$ cat src/rtl/uart_axil_pkg.sv
// Shared definitions for the UART AXI-Lite responder: register map, responses, CTRL bits, serializer states.
// Optional parity support is selected with UART_TX_PARITY_EN.
package uart_axil_pkg;

    localparam logic [1:0] REG_TXDATA  = 2'd0;
    localparam logic [1:0] REG_STATUS  = 2'd1;
    localparam logic [1:0] REG_CTRL    = 2'd2;
    localparam logic [1:0] REG_BAUDDIV = 2'd3;

    localparam logic [1:0] RESP_OKAY   = 2'b00;
    localparam logic [1:0] RESP_SLVERR = 2'b10;

    localparam int CTRL_TX_EN   = 0;
    localparam int CTRL_IRQ_EN  = 1;
    localparam int CTRL_PAR_EN  = 2;
    localparam int CTRL_PAR_ODD = 3;

`ifdef UART_TX_PARITY_EN
    localparam logic [3:0] CTRL_WMASK = 4'hF;
`else
    localparam logic [3:0] CTRL_WMASK = 4'h3;
`endif

    typedef enum logic [2:0] {
        S_IDLE   = 3'd0,
        S_START  = 3'd1,
        S_DATA   = 3'd2,
        S_STOP   = 3'd3
`ifdef UART_TX_PARITY_EN
        ,S_PARITY = 3'd4
`endif
    } tx_state_t;

endpackage

$ cat src/rtl/uart_tx_fifo.sv
// Byte-wide synchronous FIFO for the UART transmitter; pointers carry an extra wrap bit.
// A push while full is dropped; full is judged before any same-cycle pop.
module uart_tx_fifo #(
    parameter int FIFO_DEPTH = 16
) (
    input  logic                          i_clk,
    input  logic                          i_rst_n,
    input  logic                          i_push,
    input  logic [7:0]                    i_data,
    input  logic                          i_pop,
    output logic [7:0]                    o_data,
    output logic                          o_full,
    output logic                          o_empty,
    output logic [$clog2(FIFO_DEPTH):0]   o_level
);

    localparam int AW = $clog2(FIFO_DEPTH);
    localparam logic [AW:0] PTR_ONE = {{AW{1'b0}}, 1'b1};

    logic [7:0]  r_mem [FIFO_DEPTH];
    logic [AW:0] r_wr_ptr;
    logic [AW:0] r_rd_ptr;
    logic        w_do_push;
    logic        w_do_pop;

    assign o_full    = (r_wr_ptr[AW] != r_rd_ptr[AW]) && (r_wr_ptr[AW-1:0] == r_rd_ptr[AW-1:0]);
    assign o_empty   = (r_wr_ptr == r_rd_ptr);
    assign o_level   = r_wr_ptr - r_rd_ptr;
    assign o_data    = r_mem[r_rd_ptr[AW-1:0]];
    assign w_do_push = i_push && !o_full;
    assign w_do_pop  = i_pop && !o_empty;

    always_ff @(posedge i_clk or negedge i_rst_n) begin
        if (!i_rst_n) begin
            r_wr_ptr <= '0;
            r_rd_ptr <= '0;
        end else begin
            if (w_do_push) r_wr_ptr <= r_wr_ptr + PTR_ONE;
            if (w_do_pop)  r_rd_ptr <= r_rd_ptr + PTR_ONE;
        end
    end

    always_ff @(posedge i_clk) begin
        if (w_do_push) r_mem[r_wr_ptr[AW-1:0]] <= i_data;
    end

endmodule

$ cat src/rtl/uart_axil_responder.sv
// AXI4-Lite register port feeding a TX FIFO and an 8N1 serializer with idle interrupt.
// Define UART_TX_PARITY_EN to add a configurable parity bit after the data bits.
//
// state    | meaning
// S_IDLE   | waiting for tx_en && fifo not empty; pops byte and samples divisor
// S_START  | start bit (0)
// S_DATA   | 8 data bits, LSB first
// S_PARITY | parity bit (only with UART_TX_PARITY_EN)
// S_STOP   | stop bit (1), then back to idle
module uart_axil_responder
    import uart_axil_pkg::*;
#(
    parameter int          FIFO_DEPTH  = 16,
    parameter logic [15:0] DEFAULT_DIV = 16'd867
) (
    input  logic        chipset_clk,
    input  logic        rst_n,
    input  logic [12:0] uart_axi_awaddr,
    input  logic        uart_axi_awvalid,
    output logic        uart_axi_awready,
    input  logic [31:0] uart_axi_wdata,
    input  logic [3:0]  uart_axi_wstrb,
    input  logic        uart_axi_wvalid,
    output logic        uart_axi_wready,
    output logic [1:0]  uart_axi_bresp,
    output logic        uart_axi_bvalid,
    input  logic        uart_axi_bready,
    input  logic [12:0] uart_axi_araddr,
    input  logic        uart_axi_arvalid,
    output logic        uart_axi_arready,
    output logic [31:0] uart_axi_rdata,
    output logic [1:0]  uart_axi_rresp,
    output logic        uart_axi_rvalid,
    input  logic        uart_axi_rready,
    output logic        uart_tx,
    output logic        uart_irq
);

    localparam int LW = $clog2(FIFO_DEPTH);

    logic        r_aw_held;
    logic [1:0]  r_aw_reg;
    logic        r_w_held;
    logic [15:0] r_wdata;
    logic [1:0]  r_wstrb;
    logic        r_bvalid;
    logic [1:0]  r_bresp;
    logic        r_rvalid;
    logic [31:0] r_rdata;
    logic [3:0]  r_ctrl;
    logic [15:0] r_div;

    tx_state_t   r_state;
    logic [15:0] r_cnt;
    logic [15:0] r_div_lat;
    logic [2:0]  r_bit;
    logic [7:0]  r_shift;
    logic        r_tx;
    logic        r_irq;
`ifdef UART_TX_PARITY_EN
    logic        r_par_on;
    logic        r_par;
`endif

    logic        w_aw_fire;
    logic        w_w_fire;
    logic        w_do_write;
    logic [1:0]  w_wr_reg;
    logic [15:0] w_wr_data;
    logic [1:0]  w_wr_strb;
    logic        w_push;
    logic        w_pop;
    logic        w_busy;
    logic        w_full;
    logic        w_empty;
    logic [7:0]  w_fifo_data;
    logic [LW:0] w_level;
    logic [8:0]  w_level9;
    logic [31:0] w_status;
    logic [31:0] w_rd_mux;
    logic        w_unused_ok;

    assign uart_axi_awready = !r_aw_held && !r_bvalid;
    assign uart_axi_wready  = !r_w_held && !r_bvalid;
    assign uart_axi_arready = !r_rvalid;
    assign uart_axi_bvalid  = r_bvalid;
    assign uart_axi_bresp   = r_bresp;
    assign uart_axi_rvalid  = r_rvalid;
    assign uart_axi_rdata   = r_rdata;
    assign uart_axi_rresp   = RESP_OKAY;
    assign uart_tx          = r_tx;
    assign uart_irq         = r_irq;

    assign w_aw_fire  = uart_axi_awvalid && uart_axi_awready;
    assign w_w_fire   = uart_axi_wvalid && uart_axi_wready;
    // The write fires in the cycle the later channel handshakes, so bvalid follows one cycle later.
    assign w_do_write = (r_aw_held || w_aw_fire) && (r_w_held || w_w_fire);
    assign w_wr_reg   = r_aw_held ? r_aw_reg : uart_axi_awaddr[3:2];
    assign w_wr_data  = r_w_held ? r_wdata : uart_axi_wdata[15:0];
    assign w_wr_strb  = r_w_held ? r_wstrb : uart_axi_wstrb[1:0];
    assign w_push     = w_do_write && (w_wr_reg == REG_TXDATA) && w_wr_strb[0];
    assign w_busy     = (r_state != S_IDLE);
    assign w_pop      = !w_busy && r_ctrl[CTRL_TX_EN] && !w_empty;
    assign w_level9   = 9'(w_level);
    assign w_status   = {16'h0000, w_level9[7:0], 5'b00000, w_busy, w_empty, w_full};

    assign w_unused_ok = &{1'b0, uart_axi_awaddr[12:4], uart_axi_awaddr[1:0],
                           uart_axi_araddr[12:4], uart_axi_araddr[1:0],
                           uart_axi_wdata[31:16], uart_axi_wstrb[3:2], w_level9[8]};

    uart_tx_fifo #(
        .FIFO_DEPTH (FIFO_DEPTH)
    ) u_fifo (
        .i_clk   (chipset_clk),
        .i_rst_n (rst_n),
        .i_push  (w_push),
        .i_data  (w_wr_data[7:0]),
        .i_pop   (w_pop),
        .o_data  (w_fifo_data),
        .o_full  (w_full),
        .o_empty (w_empty),
        .o_level (w_level)
    );

    always_comb begin
        w_rd_mux = '0;
        case (uart_axi_araddr[3:2])
            REG_STATUS:  w_rd_mux = w_status;
            REG_CTRL:    w_rd_mux = {28'h0, r_ctrl};
            REG_BAUDDIV: w_rd_mux = {16'h0, r_div};
            default:     w_rd_mux = '0;
        endcase
    end

    always_ff @(posedge chipset_clk or negedge rst_n) begin
        if (!rst_n) begin
            r_aw_held <= 1'b0;
            r_aw_reg  <= '0;
            r_w_held  <= 1'b0;
            r_wdata   <= '0;
            r_wstrb   <= '0;
            r_bvalid  <= 1'b0;
            r_bresp   <= RESP_OKAY;
            r_ctrl    <= '0;
            r_div     <= DEFAULT_DIV;
        end else begin
            if (r_bvalid && uart_axi_bready) r_bvalid <= 1'b0;
            if (w_do_write) begin
                r_aw_held <= 1'b0;
                r_w_held  <= 1'b0;
                r_bvalid  <= 1'b1;
                r_bresp   <= (w_push && w_full) ? RESP_SLVERR : RESP_OKAY;
                case (w_wr_reg)
                    REG_CTRL: begin
                        if (w_wr_strb[0]) r_ctrl <= w_wr_data[3:0] & CTRL_WMASK;
                    end
                    REG_BAUDDIV: begin
                        if (w_wr_strb[0]) r_div[7:0]  <= w_wr_data[7:0];
                        if (w_wr_strb[1]) r_div[15:8] <= w_wr_data[15:8];
                    end
                    default: ;
                endcase
            end else begin
                if (w_aw_fire) begin
                    r_aw_held <= 1'b1;
                    r_aw_reg  <= uart_axi_awaddr[3:2];
                end
                if (w_w_fire) begin
                    r_w_held <= 1'b1;
                    r_wdata  <= uart_axi_wdata[15:0];
                    r_wstrb  <= uart_axi_wstrb[1:0];
                end
            end
        end
    end

    always_ff @(posedge chipset_clk or negedge rst_n) begin
        if (!rst_n) begin
            r_rvalid <= 1'b0;
            r_rdata  <= '0;
        end else if (uart_axi_arvalid && !r_rvalid) begin
            r_rvalid <= 1'b1;
            r_rdata  <= w_rd_mux;
        end else if (r_rvalid && uart_axi_rready) begin
            r_rvalid <= 1'b0;
        end
    end

    // Line and interrupt are registered from the current state, so the line trails the state by one cycle.
    always_ff @(posedge chipset_clk or negedge rst_n) begin
        if (!rst_n) begin
            r_state   <= S_IDLE;
            r_cnt     <= '0;
            r_div_lat <= '0;
            r_bit     <= '0;
            r_shift   <= '0;
            r_tx      <= 1'b1;
            r_irq     <= 1'b0;
`ifdef UART_TX_PARITY_EN
            r_par_on  <= 1'b0;
            r_par     <= 1'b0;
`endif
        end else begin
            r_irq <= r_ctrl[CTRL_IRQ_EN] && w_empty && !w_busy;
            case (r_state)
                S_START: r_tx <= 1'b0;
                S_DATA:  r_tx <= r_shift[0];
`ifdef UART_TX_PARITY_EN
                S_PARITY: r_tx <= r_par;
`endif
                default: r_tx <= 1'b1;
            endcase

            case (r_state)
                S_IDLE: begin
                    if (w_pop) begin
                        r_state   <= S_START;
                        r_shift   <= w_fifo_data;
                        r_cnt     <= r_div;
                        r_div_lat <= r_div;
                        r_bit     <= '0;
`ifdef UART_TX_PARITY_EN
                        r_par_on  <= r_ctrl[CTRL_PAR_EN];
                        r_par     <= (^w_fifo_data) ^ r_ctrl[CTRL_PAR_ODD];
`endif
                    end
                end
                S_START: begin
                    if (r_cnt == 16'd0) begin
                        r_state <= S_DATA;
                        r_cnt   <= r_div_lat;
                    end else begin
                        r_cnt <= r_cnt - 16'd1;
                    end
                end
                S_DATA: begin
                    if (r_cnt == 16'd0) begin
                        r_cnt <= r_div_lat;
                        if (r_bit == 3'd7) begin
`ifdef UART_TX_PARITY_EN
                            r_state <= r_par_on ? S_PARITY : S_STOP;
`else
                            r_state <= S_STOP;
`endif
                        end else begin
                            r_bit   <= r_bit + 3'd1;
                            r_shift <= {1'b0, r_shift[7:1]};
                        end
                    end else begin
                        r_cnt <= r_cnt - 16'd1;
                    end
                end
`ifdef UART_TX_PARITY_EN
                S_PARITY: begin
                    if (r_cnt == 16'd0) begin
                        r_state <= S_STOP;
                        r_cnt   <= r_div_lat;
                    end else begin
                        r_cnt <= r_cnt - 16'd1;
                    end
                end
`endif
                S_STOP: begin
                    if (r_cnt == 16'd0) r_state <= S_IDLE;
                    else                r_cnt   <= r_cnt - 16'd1;
                end
                default: r_state <= S_IDLE;
            endcase
        end
    end

endmodule

$ cat config.mk
export PLATFORM = sky130hd
export DESIGN_NAME = uart_axil_responder
export DESIGN_NICKNAME = d
export VERILOG_FILES = /design/src/rtl/uart_axil_pkg.sv /design/src/rtl/uart_tx_fifo.sv /design/src/rtl/uart_axil_responder.sv
export SDC_FILE = /design/constraint.sdc
export NUM_CORES = 1
export LEC_CHECK = 0
export BUFFER_PORTS_ARGS = -buffer_cell sky130_fd_sc_hd__buf_2
export CORE_MARGIN = 2
export CORE_UTILIZATION = 30
export DETAILED_ROUTE_END_ITERATION = 10
export GPL_TIMING_DRIVEN = 0
export SKIP_LAST_GASP = 1
export SLEW_MARGIN = 20
export SYNTH_ARGS = -nofsm -noshare
export SYNTH_HDL_FRONTEND = slang
export SYNTH_SLANG_ARGS = --single-unit
$ cat constraint.sdc
create_clock -name chipset_clk -period 4.5 [get_ports chipset_clk]
set_clock_uncertainty 0.15 [all_clocks]
set_input_delay 0.9 -clock chipset_clk [delete_from_list [all_inputs] [get_ports chipset_clk]]
set_output_delay 0.9 -clock chipset_clk [all_outputs]
set_load 0.02 [all_outputs]
==> run metrics <==
dpl cell area=~0.012 mm^2; share of the yosys chip area belonging to registers=0.605; HP Class=input port to async pin; Final GP Congestion=approximately 0.85; final worst setup slack=0.583 ns; IO Pins=112; CP Buf/Inv Count=5; Synth Area in Adders=0.0208; CP max stage cell=nor3b_2; Leak=5.14 nW; Max clock buf depth=3; global-route wire length before repair=around 40 mm; final std cells w/o fill=1,385; pre-CTS WS=between 0.5 and 0.6 ns; fin nets=between 900 and 1,000; vias in the first global route=6,742; Post-Synthesis Cells=between 700 and 800; Routed Antenna Nets=0; DIE AREA=0.0388 mm^2; Setup Fix Bufs, Post-CTS=0; Clk pin slew, worst setup/hold paths=0.06 ns; drt total wl=25.7 mm; fin area=0.0131 mm^2; DRT iter0 DRCs=roughly 600; RSZ-0062 raised after global routing=false; pin count of the biggest net entering global routing=67; simple-gate portion of the synthesized area=0.0967; fin crit period=3.92 ns; DR DRC count=0; Largest stage delay, worst path=0.41 ns; die width=slightly below 200 um; WP data required=4.59 ns; DRT Pass-1 Iters=5; vias=6,861; status=completed; Slew Limit Fails=0; CORE AREA=0.0366 mm^2; CTS Root Cell=clkbuf_16; syn avg cell area=14.1 um^2; Setup violations, final=0; period utilisation layout=0.870; number of max-cap violations=0; total CTS buffers=27; Critical Path Start Type=flip-flop; Most used DFF post-synth=edfxtp_1; Power, Total=slightly below 9 mW; Worst EP arrival=4.01 ns; Synth Area in XOR/XNOR=0.0132; CP Max Fanout=10; crit-path cells=clkbuf_1, buf_2, inv_1, ha_1, nand4_1, nor2b_1, nor4_1, clkbuf_1, nand2_1, nor3b_2, buf_4; Resize count post-CTS=0; total gr overflow=0; Post-Syn Area=0.0112 mm^2; Post-synth EDFFs=128; Vias/cell=~5; placed cell count=1,335; compound-cell area share of the yosys netlist=0.0797; CTS tree=built; Starting Density=0.305; largest family of logic cells by synthesized area=multiplexers; Global Route Usage Sum=0.134; CP endpoint kind=flip-flop; Sink Count=244; CP delay by family, top=simple AND/OR/NAND/NOR gates; mux contribution to synthesized area=0.147; final hold vios=0; CTS hold repair buffers=0; initial antenna violation count=0; max FFs per register=about 130; # rows=70; Ys Warns=0; Antenna Cells=0; worst vdd ir=373 uV; die height=197 um; critical path class=flip-flop to flip-flop; share of layout cells above drive strength 1=0.251; drt wl/cell=18.5 um; Buffers on Ports=between 50 and 60; R2R setup slack=0.58 ns; area grow syn2layout=17.5%; Worst Tran Pin Value=~0.84 ns; HPWL after detailed placement=17.8 mm; P per Cell Area=663 mW/mm^2; Fmax=255 MHz; Yosys reg bits=244; setup_tns=0 ns; max_slew headroom=0.427; CP dominant cell by count=clkbuf_1; Skew-Pair Late Insertion Delay=0.56 ns; Async SR Flop Fraction=0.475; CTS H-tree depth=1; Yosys cell types=71
==> where the power goes <==
| group | switching (mW) | internal (mW) | leakage, nW |
|---|---|---|---|
| Combinational | 1.75 | 1.31 | 2.05 |
| Sequential | 0.390 | 2.91 | 2.62 |
| Clock | 0.919 | 1.42 | 0.469 |
==> through the flow <==
step           hold slack (ns)  utilization
2_1_floorplan            0.288            -
3_3_place_gp             0.307        0.330
3_5_place_dp             0.314        0.332
4_1_cts                  0.149        0.359
5_1_grt                  0.172        0.359
6_report                 0.138        0.359
==> logic make-up after synthesis <==
family	Yosys count
adder cells (fa/ha/maj)	18
AO/OA/AOI/OAI	127
AND/OR/NAND/NOR	204
buffers and inverters	80
flip-flops	244
other	1
XOR/XNOR	16
multiplexers	102
==> cell type report <==
cell class / count / area (um^2)
clock buffer: 38 / 800
fill: 3501 / 23500
timing repair buffer: 57 / 324
sequential: 244 / 6760
multi-input combinational: 486 / 4080
inverter: 22 / 82.6
buffer: 58 / 338
clock inverter: 12 / 163
tap: 468 / 586
==> final timing paths <==
check,to,from,depth (start not counted)
hold reg to reg,r_div_lat[13],r_div_lat[13],2
min in group chipset_clk,r_div_lat[13],r_div_lat[13],2
setup reg to reg,u_fifo.r_mem[7][2],u_fifo.r_rd_ptr[1],11
max in group asynchronous,uart_tx,rst_n,2
hold / removal,r_wdata[9],rst_n,1
setup / recovery,u_fifo.r_mem[7][2],u_fifo.r_rd_ptr[1],11
==> metal layers <==
layer	wire length (um)	GRT usage
met5	0	0
met4	376	0.0287
met3	1180	0.0200
met2	12100	0.219
met1	12000	0.189
==> cell usage after synthesis, drive strengths merged, types with 13 or more instances <==
library cell	number	area [um^2]
nor3	16	85.1
nand2	77	289
a22o	13	114
nor3b	17	128
edfxtp	128	3840
clkbuf	26	97.6
dfrtp	109	2730
a21oi	14	70.1
nor2	26	100
mux2	51	574
o21ai	35	175
inv	22	82.6
buf	32	240
mux4	39	946
ha	17	213
==> placed cells by master, fill, tap and decap left out, types with 13 or more instances in the layout <==
master     count
o21ai_0       31
conb_1        19
buf_4         24
mux4_2        21
nor3b_1       13
clkbuf_16     29
mux4_1        18
a22o_1        13
ha_1          17
inv_1         21
a21oi_1       14
mux2_2        51
edfxtp_1     128
nor2_1        25
clkbuf_1      31
nor3_1        15
dfrtp_1      109
nand2_1       77
buf_2         57
(Power assumes the default switching activity.)
